### config.mk
export PLATFORM = sky130hd
export DESIGN_NAME = cache_ctrl
export DESIGN_NICKNAME = d
export VERILOG_FILES = /design/src/rtl/cache_ctrl_pkg.sv /design/src/rtl/cache_ctrl_line_store.sv /design/src/rtl/cache_ctrl.sv
export SDC_FILE = /design/constraint.sdc
export NUM_CORES = 1
export LEC_CHECK = 0
export BUFFER_PORTS_ARGS = -buffer_cell sky130_fd_sc_hd__buf_4
export CORE_MARGIN = 8
export CORE_UTILIZATION = 65
export CTS_CLUSTER_SIZE = 14
export DETAILED_ROUTE_END_ITERATION = 16
export PLACE_DENSITY = 0.84
export SLEW_MARGIN = 20
export SYNTH_ARGS = -nofsm -noshare
export SYNTH_HDL_FRONTEND = slang
export SYNTH_HIERARCHICAL = 1
export SYNTH_SLANG_ARGS = --single-unit
### constraint.sdc
create_clock -name clk -period 10 [get_ports clk]
set_input_delay 0 -clock clk [delete_from_list [all_inputs] [get_ports clk]]
set_output_delay 0 -clock clk [all_outputs]
set_load 0.02 [all_outputs]
### src/rtl/cache_ctrl_pkg.sv
// Shared definitions for the cache controller and its line store.
// Holds the default widths shared with the main-memory model, the memory
// command encoding, the controller FSM state encoding and a saturating
// counter helper.
package cache_ctrl_pkg;

  localparam int DEF_WORDSIZE         = 32;
  localparam int DEF_ADDRESSBIT       = 16;
  localparam int DEF_MEM_ACCESS_DELAY = 3;

  // Memory / CPU command encoding.
  localparam logic RD = 1'b0;
  localparam logic WT = 1'b1;

  typedef enum logic [1:0] {
    IDLE  = 2'd0,
    FILL  = 2'd1,
    WRITE = 2'd2
  } cacheState_t;

  // Counters stick at all-ones instead of wrapping back to zero.
  function automatic logic [15:0] satInc(input logic [15:0] value);
    return (value == 16'hFFFF) ? value : value + 16'd1;
  endfunction

endpackage

### src/rtl/cache_ctrl_line_store.sv
// cache_line_store: valid/tag/data arrays of a direct-mapped cache with one
// word per line.
// Ports:
//   clk      in   clock
//   clearAll in   synchronous clear of every valid bit (has priority)
//   rdIndex  in   combinational read port index
//   rdValid  out  valid bit of the addressed line
//   rdTag    out  tag of the addressed line
//   rdData   out  data word of the addressed line
//   wrEn     in   synchronous write enable; a write also marks the line valid
//   wrIndex  in   write port index
//   wrTag    in   tag to store
//   wrData   in   data word to store
module cache_line_store #(
  parameter int INDEXBIT = 4,
  parameter int TAGBIT   = 12,
  parameter int WORDSIZE = 32
) (
  input  logic                clk,
  input  logic                clearAll,
  input  logic [INDEXBIT-1:0] rdIndex,
  output logic                rdValid,
  output logic [TAGBIT-1:0]   rdTag,
  output logic [WORDSIZE-1:0] rdData,
  input  logic                wrEn,
  input  logic [INDEXBIT-1:0] wrIndex,
  input  logic [TAGBIT-1:0]   wrTag,
  input  logic [WORDSIZE-1:0] wrData
);

  localparam int LINES = 1 << INDEXBIT;

  logic [LINES-1:0]    validBits;
  logic [TAGBIT-1:0]   tagMem  [LINES];
  logic [WORDSIZE-1:0] dataMem [LINES];

  assign rdValid = validBits[rdIndex];
  assign rdTag   = tagMem[rdIndex];
  assign rdData  = dataMem[rdIndex];

  // Only the valid bits need clearing; tag/data are don't-care while invalid.
  always_ff @(posedge clk) begin
    if (clearAll) begin
      validBits <= '0;
    end else if (wrEn) begin
      validBits[wrIndex] <= 1'b1;
    end
  end

  always_ff @(posedge clk) begin
    if (wrEn) begin
      tagMem[wrIndex]  <= wrTag;
      dataMem[wrIndex] <= wrData;
    end
  end

endmodule

### src/rtl/cache_ctrl.sv
// cache_ctrl: direct-mapped, write-through, read-allocate L1 cache controller,
// one word per line, sitting between a CPU request port and one port of the
// main-memory model. Each memory command is held stable for MEM_WAIT cycles
// and then treated as complete.
// Ports:
//   clk, rst              clock, synchronous active-high reset
//   cpu_req/rdwt/addr/wdata  CPU request (held stable until cpu_ready)
//   cpu_rdata, cpu_ready  read data and one-cycle completion pulse
//   mem_addr/rdwt/wdata   memory command (registered)
//   mem_rdata             memory read data
//   hit_count, miss_count saturating read-hit / read-miss counters
//   dbgState              current FSM state, for observation only
//
// Handshake: a request is accepted on the first rising edge where cpu_req=1,
// the FSM is IDLE and cpu_ready=0. The CPU keeps cpu_req, cpu_rdwt, cpu_addr
// and cpu_wdata stable until it sees cpu_ready=1, which lasts exactly one
// cycle; cpu_req is ignored during that cycle so the same request is never
// accepted twice. Once accepted, an operation completes even if cpu_req drops.
module cache_ctrl
  import cache_ctrl_pkg::*;
#(
  parameter int ADDRESSBIT       = DEF_ADDRESSBIT,
  parameter int WORDSIZE         = DEF_WORDSIZE,
  parameter int INDEXBIT         = 4,
  parameter int MEM_ACCESS_DELAY = DEF_MEM_ACCESS_DELAY,
  parameter int MEM_WAIT         = MEM_ACCESS_DELAY + 2
) (
  input  logic                  clk,
  input  logic                  rst,
  input  logic                  cpu_req,
  input  logic                  cpu_rdwt,
  input  logic [ADDRESSBIT-1:0] cpu_addr,
  input  logic [WORDSIZE-1:0]   cpu_wdata,
  output logic [WORDSIZE-1:0]   cpu_rdata,
  output logic                  cpu_ready,
  output logic [ADDRESSBIT-1:0] mem_addr,
  output logic                  mem_rdwt,
  output logic [WORDSIZE-1:0]   mem_wdata,
  input  logic [WORDSIZE-1:0]   mem_rdata,
  output logic [15:0]           hit_count,
  output logic [15:0]           miss_count,
  output logic [1:0]            dbgState
);

  localparam int TAGBIT  = ADDRESSBIT - INDEXBIT;
  localparam int WAITBIT = $clog2(MEM_WAIT + 1);
  localparam logic [WAITBIT-1:0] WAIT_LOAD = WAITBIT'(MEM_WAIT - 1);

  cacheState_t state, stateNext;
  logic [WAITBIT-1:0] waitCnt, waitNext;

  logic [WORDSIZE-1:0]   rdataNext;
  logic                  readyNext;
  logic [ADDRESSBIT-1:0] memAddrNext;
  logic                  memRdwtNext;
  logic [WORDSIZE-1:0]   memWdataNext;
  logic [15:0]           hitNext, missNext;

  logic [INDEXBIT-1:0] reqIdx;
  logic [TAGBIT-1:0]   reqTag;
  logic                lineValid;
  logic [TAGBIT-1:0]   lineTag;
  logic [WORDSIZE-1:0] lineData;
  logic                lineHit;

  logic                wrEn;
  logic [INDEXBIT-1:0] wrIndex;
  logic [TAGBIT-1:0]   wrTag;
  logic [WORDSIZE-1:0] wrData;

  assign reqIdx   = cpu_addr[INDEXBIT-1:0];
  assign reqTag   = cpu_addr[ADDRESSBIT-1:INDEXBIT];
  assign lineHit  = lineValid && (lineTag == reqTag);
  assign dbgState = state;

  cache_line_store #(
    .INDEXBIT (INDEXBIT),
    .TAGBIT   (TAGBIT),
    .WORDSIZE (WORDSIZE)
  ) u_store (
    .clk      (clk),
    .clearAll (rst),
    .rdIndex  (reqIdx),
    .rdValid  (lineValid),
    .rdTag    (lineTag),
    .rdData   (lineData),
    .wrEn     (wrEn),
    .wrIndex  (wrIndex),
    .wrTag    (wrTag),
    .wrData   (wrData)
  );

  always_comb begin
    stateNext    = state;
    waitNext     = waitCnt;
    rdataNext    = cpu_rdata;
    readyNext    = 1'b0;
    memAddrNext  = mem_addr;
    memRdwtNext  = mem_rdwt;
    memWdataNext = mem_wdata;
    hitNext      = hit_count;
    missNext     = miss_count;
    wrEn         = 1'b0;
    wrIndex      = reqIdx;
    wrTag        = reqTag;
    wrData       = cpu_wdata;

    case (state)
      IDLE: begin
        if (cpu_req && !cpu_ready) begin
          if (cpu_rdwt == RD) begin
            if (lineHit) begin
              rdataNext = lineData;
              readyNext = 1'b1;
              hitNext   = satInc(hit_count);
            end else begin
              memAddrNext = cpu_addr;
              memRdwtNext = RD;
              waitNext    = WAIT_LOAD;
              missNext    = satInc(miss_count);
              stateNext   = FILL;
            end
          end else begin
            memAddrNext  = cpu_addr;
            memWdataNext = cpu_wdata;
            memRdwtNext  = WT;
            waitNext     = WAIT_LOAD;
            stateNext    = WRITE;
            // Write hit refreshes the cached copy; a write miss allocates nothing.
            wrEn         = lineHit;
          end
        end
      end

      FILL: begin
        if (waitCnt == '0) begin
          // The held memory address is the request address; use it for the fill.
          wrEn      = 1'b1;
          wrIndex   = mem_addr[INDEXBIT-1:0];
          wrTag     = mem_addr[ADDRESSBIT-1:INDEXBIT];
          wrData    = mem_rdata;
          rdataNext = mem_rdata;
          readyNext = 1'b1;
          stateNext = IDLE;
        end else begin
          waitNext = waitCnt - 1'b1;
        end
      end

      WRITE: begin
        if (waitCnt == '0) begin
          readyNext   = 1'b1;
          // Park the memory on a read so the write is not repeated.
          memRdwtNext = RD;
          stateNext   = IDLE;
        end else begin
          waitNext = waitCnt - 1'b1;
        end
      end

      default: stateNext = IDLE;
    endcase

    // Reset aborts everything, including any pending array update.
    if (rst) begin
      wrEn = 1'b0;
    end
  end

  always_ff @(posedge clk) begin
    if (rst) begin
      state      <= IDLE;
      waitCnt    <= '0;
      cpu_rdata  <= '0;
      cpu_ready  <= 1'b0;
      mem_addr   <= '0;
      mem_rdwt   <= RD;
      mem_wdata  <= '0;
      hit_count  <= '0;
      miss_count <= '0;
    end else begin
      state      <= stateNext;
      waitCnt    <= waitNext;
      cpu_rdata  <= rdataNext;
      cpu_ready  <= readyNext;
      mem_addr   <= memAddrNext;
      mem_rdwt   <= memRdwtNext;
      mem_wdata  <= memWdataNext;
      hit_count  <= hitNext;
      miss_count <= missNext;
    end
  end

endmodule

# --- Word level (Yosys, flattened, before mapping) ---
# Memory sizes are Yosys's and may differ from the RTL's.
# Cells that the tools add are included.
classes:
  reduce_logical: 18
  eq_ne: 14
  n_bitwise: 5
  mux: 43
  order_cmp: 3
  addsub: 3
op_table:
  columns: ["operator", "count"]
  rows:
  - ["$mux 32", 6]
  - ["$pmux 32 s2", 1]
  - ["$add 16x1->16 const B", 2]
  - ["$eq 16x16->1 const B", 2]
  - ["$mux 16", 2]
  - ["$mux 12", 2]
  - ["$or 16x16->16", 1]
  - ["$mux 1", 15]
  - ["$reduce_and 5->1", 3]
  - ["$ne 2x2->1 const B", 7]
  - ["$eq 12x12->1", 1]
  - ["$mux 3", 4]
  - ["$lt 4x5->1 const B", 2]
  - ["$reduce_and 3->1", 3]
  - ["$mux 2", 4]
  - ["$mux 4", 2]
  - ["$reduce_and 4->1", 2]
  - ["$pmux 1 s2", 3]
  - ["$pmux 3 s2", 1]
  - ["$reduce_bool 2->1", 3]
  - ["$bmux 1 s4", 1]
  - ["$demux 1 s4", 1]
  - ["$ge 4x1->1 const B", 1]
  - ["$not 1->1", 4]
  - ["11 further kinds", 13]
word_totals:
  in_bits: 84
  mem_bits_rw: 704
  memories: 2
  output_inout_bits: 116
  regBits: 135
mem_list:
  columns: ["memory", "words", "width", "rd", "rd_ports_with_merged_regs", "write_ports", "line_no", "rtl"]
  rows:
  - ["u_store.dataMem", 16, 32, 1, 0, 1, "cache_ctrl_line_store.sv:35", "logic [WORDSIZE-1:0] dataMem [LINES];"]
  - ["u_store.tagMem", 16, 12, 1, 0, 1, "cache_ctrl_line_store.sv:34", "logic [TAGBIT-1:0] tagMem [LINES];"]

# --- Logic depth before layout (Yosys ltp) ---
# Gate-level depths: netlist of run 1.
depth:
  word_depth: 9
  ltp_mapped: 18

# --- Modules after synthesis ---
# Netlist of run 1, hierarchy kept.
by_module_without_submodules:
  columns: ["module", "area_per_inst_um2", "cells_each", "seq_area_each_um2", "n_inst"]
  rows:
  - ["cache_line_store", 27035.9, 1164, 21460.6, 1]
  - ["cache_ctrl", 6473.7, 703, 2382.3, 1]

# --- Worst setup path after synthesis of run 1 ---
# OpenSTA, ideal clock, no wires.
synth_timing:
  path_type: "input -> register"
  start: "input cpu_addr[1]"
  end: "memory u_store.dataMem[0][0] (enable)"
  arrival_time_ns: 6.265
  stages: 16
  slack_ns: 3.236
  cell_sequence: "buf_2 > buf_4 > clkbuf_1 > mux4_2 > a22oi_1 > nand2_1 > or2b_1 > o2111ai_2 > nor3_4 > and2_4 > buf_6 > buf_4 > nand2_1 > a21oi_1 > or3b_2 > nor3_1"
synth_via:
  elab_chain_len: 9
  word_cells_on_any_way: 13
  classes_between: "eq/ne (1); mux (10); reduce/logical (1); memory (1)"
synth_rtl:
  columns: ["element", "line_no", "rtl"]
  rows:
  - ["from (decl)", "cache_ctrl.sv:32", "input logic [ADDRESSBIT-1:0] cpu_addr,"]
  - ["$mem_v2 16x12", null, null]
  - ["named net lineTag[6]", "cache_ctrl.sv:62", "logic [TAGBIT-1:0] lineTag;"]
  - ["$eq 12x12->1", "cache_ctrl.sv:73", "assign lineHit = lineValid && (lineTag == reqTag);"]
  - ["$logic_and 1x1->1", "cache_ctrl.sv:73", null]
  - ["$mux 1", "cache_ctrl.sv:111", "if (cpu_rdwt == RD) begin"]
  - ["$mux 1", "cache_ctrl.sv:110", "if (cpu_req && !cpu_ready) begin"]
  - ["$pmux 1 s2", "cache_ctrl.sv:108", "case (state)"]
  - ["$mux 1", "cache_ctrl.sv:165", "if (rst) begin"]
  - ["named net wrEn", "cache_ctrl.sv:66", "logic wrEn;"]
  - ["$mux 1", "cache_ctrl_line_store.sv:51", "if (wrEn) begin"]
  - ["$mux 1 (not written as such)", "cache_ctrl_line_store.sv:53", "dataMem[wrIndex] <= wrData;"]
  - ["to (decl)", "cache_ctrl_line_store.sv:35", null]
# The timed path passes the listed nets, and every way through them passes these cells. The select of a mux whose other input is x is not followed.

# --- Worst setup path in the final report of run 1 ---
layout_timing:
  start: "input cpu_addr[0]"
  end: "memory u_store.dataMem[11][8] (enable)"
# Same word-level chain as after synthesis.

==> reports/metrics.cfg, run 1 <==
[synthesis]
synth_cells=1867
synth-seq-cells=839
avgSynthCellArea_um2=17.9
ys_dominant_reg_cell=edfxtp_1
synth.net_count=1959
synth_edf_count=704
yosysUniqueCellTypes=70
yosysSeqAreaShare_pct=71.2
netlist_area_um2=33500
synth-async-reset-ratio_pct=0
ys_warn_count=6

[finish]
drive_gt1_share_pct=29.3
final_cell_mix=704 x edfxtp_1, 222 x buf_4, 180 x mux4_2, 135 x dfxtp_1, 131 x nand2_1
syn2layout_area_growth_pct=17.9
register_area_um2=23800
multi_input_area_um2=9150
layout_commonest_cell=edfxtp_1
finalNetCount=2274
instances_no_fill=2930
final_area_um2=39500
fin_util_pct=77.3
fill_cells=2546

[drt]
drtAntennaViolNets=0
drc=0
wirelength_um=96800
routedWlPerCell_um=33.0
drtIter0Drc=3043
drtPass1Iterations=6
routed-via-count=20756
vias_per_cell=7.08

[setup_path]
crit_required_ns=10.26
cpMostUsedCell=nand2_1
start_kind=input pin
crit_slowest_cell=nor2_4
rrSetupSlack_ns=3.93
end_kind=flop
path_buf_inv=5
critPathTopFamily=simple AND/OR/NAND/NOR gates
crit_arrival_ns=7.35
critical_path_class=in2reg
cpPeakStageDelay_ns=0.80
worstPathCellList=dlygate4sd3_1 > buf_8 > buf_12 > buf_16 > mux4_2 > a22oi_1 > nand2_1 > xnor2_1 > and4_1 > and2_4 > nand2_1 > a21oi_1 > nand3_1 > nor2_4 > buf_4
cp_max_fo=92

[placed_design]
placedCellCount=2662
io_buffers=199
pre_cts_ws_ns=3.29
hpwl_um=46100
placed_area_um2=35600
place.gp.congestion=0.805

[power]
p_leak_nw=13.2
power.total_mw=7.71
vdd_drop_max_v=0.000145
p_per_area_nw_per_um2=195

[hold_path]
hold_class=in2reg

[clocking]
cts.repair.resized=0
cts_tree=built
clkTransAtPathRegs_ns=0.06
clk_latency_ns=0.63
postCtsSetupBuffers=0
htree_levels=3
cts_buffer_depth=3
numCtsBuffers=80
clock-root-buffer=clkbuf_16
numClockSinks=839

[sta]
period_minus_slack_ns=7.10
max_slew_margin_pct=25.7
rsz0062_at_grt=no
hold-worst-slack_ns=0.0577
skew_ns=0.0313
setup-tns-final_ns=0
worst_pin_slew_ns=1.11
drv_slew=0
timing.final.ws_setup_ns=2.90
hold_violations=0
setup_viol=0
timing.final.crit_share_pct=71.0
max_freq_mhz=141

[floorplan]
core_um2=51100
die_h_um=243
die-area_um2=59100
num_io_pins=200
die_w_um=243
rows=83
start_util_pct=65.6

[run]
cap_violations=0

[global_routing]
track_usage_pct=32.0
grt_pass1_vias=21488
overflow=0
grt_first_pass_wirelength_um=141000
grt_max_degree=133
antenna_found_initial=1

[status]
status=completed

==> power breakdown <==
part	leakage [nW]	internal, mW	switching, mW
clock	1.30	1.79	1.35
sequential	7.42	3.87	0.0247
combinational	4.50	0.243	0.424
==> path summary, 6_finish.rpt <==
check,from,end,depth (start not counted)
setup / recovery,cpu_addr[0],u_store/dataMem[11][8]$_DFFE_PP_,15
hold / removal,mem_rdata[29],cpu_rdata[29]$_SDFFE_PP0P_,3
setup reg to reg,u_store/tagMem[5][10]$_DFFE_PP_,u_store/dataMem[11][8]$_DFFE_PP_,12
hold reg to reg,mem_wdata[24]$_SDFFE_PP0P_,mem_wdata[24]$_SDFFE_PP0P_,2
==> cell usage after synthesis, drive strengths merged (34+ instances only) <==
master,instances,area share (%)
a21oi,66,1.0
a221oi,34,1.4
a22oi,91,2.0
buf,46,1.1
clkbuf,64,0.75
dfxtp,135,8.1
edfxtp,704,63
mux2,59,2.0
mux2i,48,1.4
mux4,180,12
nand2,133,1.5
nor2,107,1.2
==> area by class of cell <==
class | count | share of cell area [%]
antenna | 1 | 0.00633
clock buffer | 121 | 5.95
clock inverter | 28 | 0.804
inverter | 14 | 0.133
multi-input combinational | 903 | 23.2
sequential | 839 | 60.3
tap | 680 | 2.15
timing repair buffer | 344 | 7.44
==> metal layers <==
layer	routed length [µm]	GRT usage [%]	vias to the layer above
li1	-	-	8131
met1	30900	37.9	10285
met2	48200	54.4	1895
met3	11500	7.13	443
met4	6130	17.4	2
met5	9	0	-
==> logic make-up (layout without fill, tap and decap cells) <==
family,Yosys count,after routing,synth area share (%)
mux,287,287,15.5
other cells,0,1,0
fa+ha+maj,8,8,0.299
compound gates,234,234,5.44
buf+inv,125,507,2.03
flops,839,839,71.2
xor+xnor,13,13,0.340
simple gates,361,361,5.22
==> state kept, by name, indices dropped and copies added (netlist names) <==
name,count
u_store/dataMem,512
u_store/tagMem,192
cpu_rdata,32
mem_wdata,32
hit_count,16
mem_addr,16
miss_count,16
u_store/validBits,16
waitCnt,3
dbgState,2
cpu_ready,1
mem_rdwt,1
==> tightest hold or removal path: cells and delay by family <==
kind | cells | cell delay [ns]
AO/OA/AOI/OAI | 1 | 0.30
buffers and inverters | 1 | 0.13
multiplexers | 1 | 0.19
==> repair_timing <==
item                                   CTS  global route
endpoints found under the hold margin  692             0
hold buffers                           116             0
setup endpoints to repair                0             0
Note: power is estimated with default switching activity, not from simulation.
==> inputs of run 2 (changes only) <==
Settings changed: CORE_UTILIZATION 65 to 61, PLACE_DENSITY 0.84 to 0.8.
Clock period 10 ns to 7 ns, I/O delays scaled along.
==> run 2 against run 1 <==
First-iteration DRC count fell by 22%. Register-to-register slack got worse by 2.7 ns. Cell count rose by 1.1%. Wire length fell by 6.4%. Sequential power rose by 43%. Largest cell class unchanged. Clock power rose by 37%. Worst hold slack improved by 0.045 ns. Final area barely moved. Largest power group unchanged. Via count fell by 3.4%. Die area rose by 6.1%.
==> reports/metrics.cfg, run 2 (same netlist as run 1, synthesis figures left out) <==
[status]
status=completed

[global_routing]
met1_usage_pct=36.0
grt_max_degree=98
grt_first_pass_wirelength_um=134000
use_met3_pct=6.53
overflow=0
gr-usage-met2_pct=48.3
grt_pass1_vias=20698
grt_busiest_layer=met2
antenna_found_initial=2
track_usage_pct=28.7

[floorplan]
die_h_um=250
die_w_um=250
rows=86
die-area_um2=62700
core_um2=54700
start_util_pct=61.3
num_io_pins=200

[drt]
drtAntennaViolNets=0
vias_per_cell=6.77
drtPass1Iterations=5
drtIter0Drc=2367
wirelength_um=90600
drc=0
routed-via-count=20059
routedWlPerCell_um=30.6

[setup_path]
start_kind=input pin
end_kind=flop
cp_max_fo=32
crit_required_ns=7.29
critical_path_class=in2reg
crit_arrival_ns=6.04

[clocking]
clk_latency_ns=0.63
cts_buffer_depth=3
cts_tree=built
numClockSinks=839
numCtsBuffers=83
clock-root-buffer=clkbuf_16
cts.repair.resized=0
postCtsSetupBuffers=0
htree_levels=3
clkTransAtPathRegs_ns=0.06

[finish]
regMostFlops=u_store/dataMem
fin_util_pct=72.2
syn2layout_area_growth_pct=17.8
final_cell_mix=704 x edfxtp_1, 232 x buf_4, 180 x mux4_2, 135 x dfxtp_1, 131 x nand2_1
top_regs=u_store/dataMem: 512 flops, u_store/tagMem: 192 flops
layout_commonest_cell=edfxtp_1
instances_no_fill=2963
drive_gt1_share_pct=29.4
finalNetCount=2281
largest_reg_flops=512

[sta]
worst_pin_slew_ns=1.06
rsz0062_at_grt=no
period_minus_slack_ns=5.75
drv_slew=0
max_freq_mhz=174
setup-tns-final_ns=0
setup_viol=0
skew_ns=0.0230
timing.final.crit_share_pct=82.1
max_slew_margin_pct=29.4
hold_violations=0

[placed_design]
hpwl_um=47900
io_buffers=199
placedCellCount=2699
place.gp.congestion=0.818

[power]
p_per_area_nw_per_um2=273
p_leak_nw=13.2
vdd_drop_max_v=0.000188

[run]
cap_violations=0

[hold_path]
hold_class=in2reg

## run 2: cell count changes in the layout (fill, tap and decap cells not counted), sizes merged
cell / previous run / this run
bufinv: 6 / 3
clkbuf: 121 / 117
buf: 228 / 240
clkinv: 17 / 30
clkinvlp: 3 / 0
dlygate4sd3: 116 / 108
inv: 16 / 18
## run 2: metrics by stage
step	power (mW)	hold WS (ns)	worst slack, ns	instance area [µm²]
floorplan	6.20	0.136	0.236	33500
global placement	6.47	0.259	1.40	35800
detailed placement	6.51	0.266	1.15	35800
CTS	10.8	0.0867	1.43	39400
global route	11.1	0.168	1.09	39500
finish	10.8	0.103	1.25	39500
## run 2: worst paths after layout
| kind | from | to | slack, ns | depth (start not counted) |
|---|---|---|---|---|
| worst max-delay path | cpu_addr[3] | u_store/dataMem[7][24]$_DFFE_PP_ | 1.25 | 15 |
| worst min-delay path | cpu_addr[1] | mem_addr[1]$_SDFFE_PP0P_ | 0.10 | 3 |
| worst max register to register | u_store/tagMem[8][9]$_DFFE_PP_ | u_store/dataMem[7][24]$_DFFE_PP_ | 1.28 | 11 |
| worst min register to register | mem_wdata[7]$_SDFFE_PP0P_ | mem_wdata[7]$_SDFFE_PP0P_ | 0.46 | 2 |
## run 2: timing repair
item / 4_1_cts / 5_1_grt
endpoints found under the setup margin: 0 / 0
endpoints found under the hold margin: 611 / 0
hold buffers: 108 / 0
## run 2: cell type report
| cell class | count | area (µm²) |
|---|---|---|
| sequential | 839 | 23800 |
| fill | 3086 | 15200 |
| multi-input combinational | 903 | 9150 |
| timing repair buffer | 348 | 2960 |
| clock buffer | 117 | 2310 |
| tap | 704 | 881 |
| clock inverter | 37 | 283 |
| inverter | 14 | 52.6 |
| antenna | 1 | 2.50 |
## run 2: per-layer routing
layer / vias to the layer above / share of wire (%)
met3: 248 / 11
met5: - / 0
met4: 0 / 3.9
li1: 8170 / -
met1: 10172 / 35
met2: 1469 / 50
## run 2: power breakdown
part | total (mW) | internal [mW] | switching (mW)
Clock | 4.29 | 2.42 | 1.87
Sequential | 5.56 | 5.53 | 0.0328
Combinational | 0.937 | 0.348 | 0.589
## run 2: critical path, cell delays in order
cell,delay [ns]
dlygate4sd3_1,0.55
buf_4,0.18
nor2b_4,0.45
buf_4,0.54
a22oi_1,0.21
nand2_1,0.12
xor2_1,0.08
nor3_1,0.23
and4_1,0.54
and2_4,0.44
nand2_1,0.12
a21oi_1,0.65
nand3_1,0.51
nor2_4,0.94
buf_4,0.43
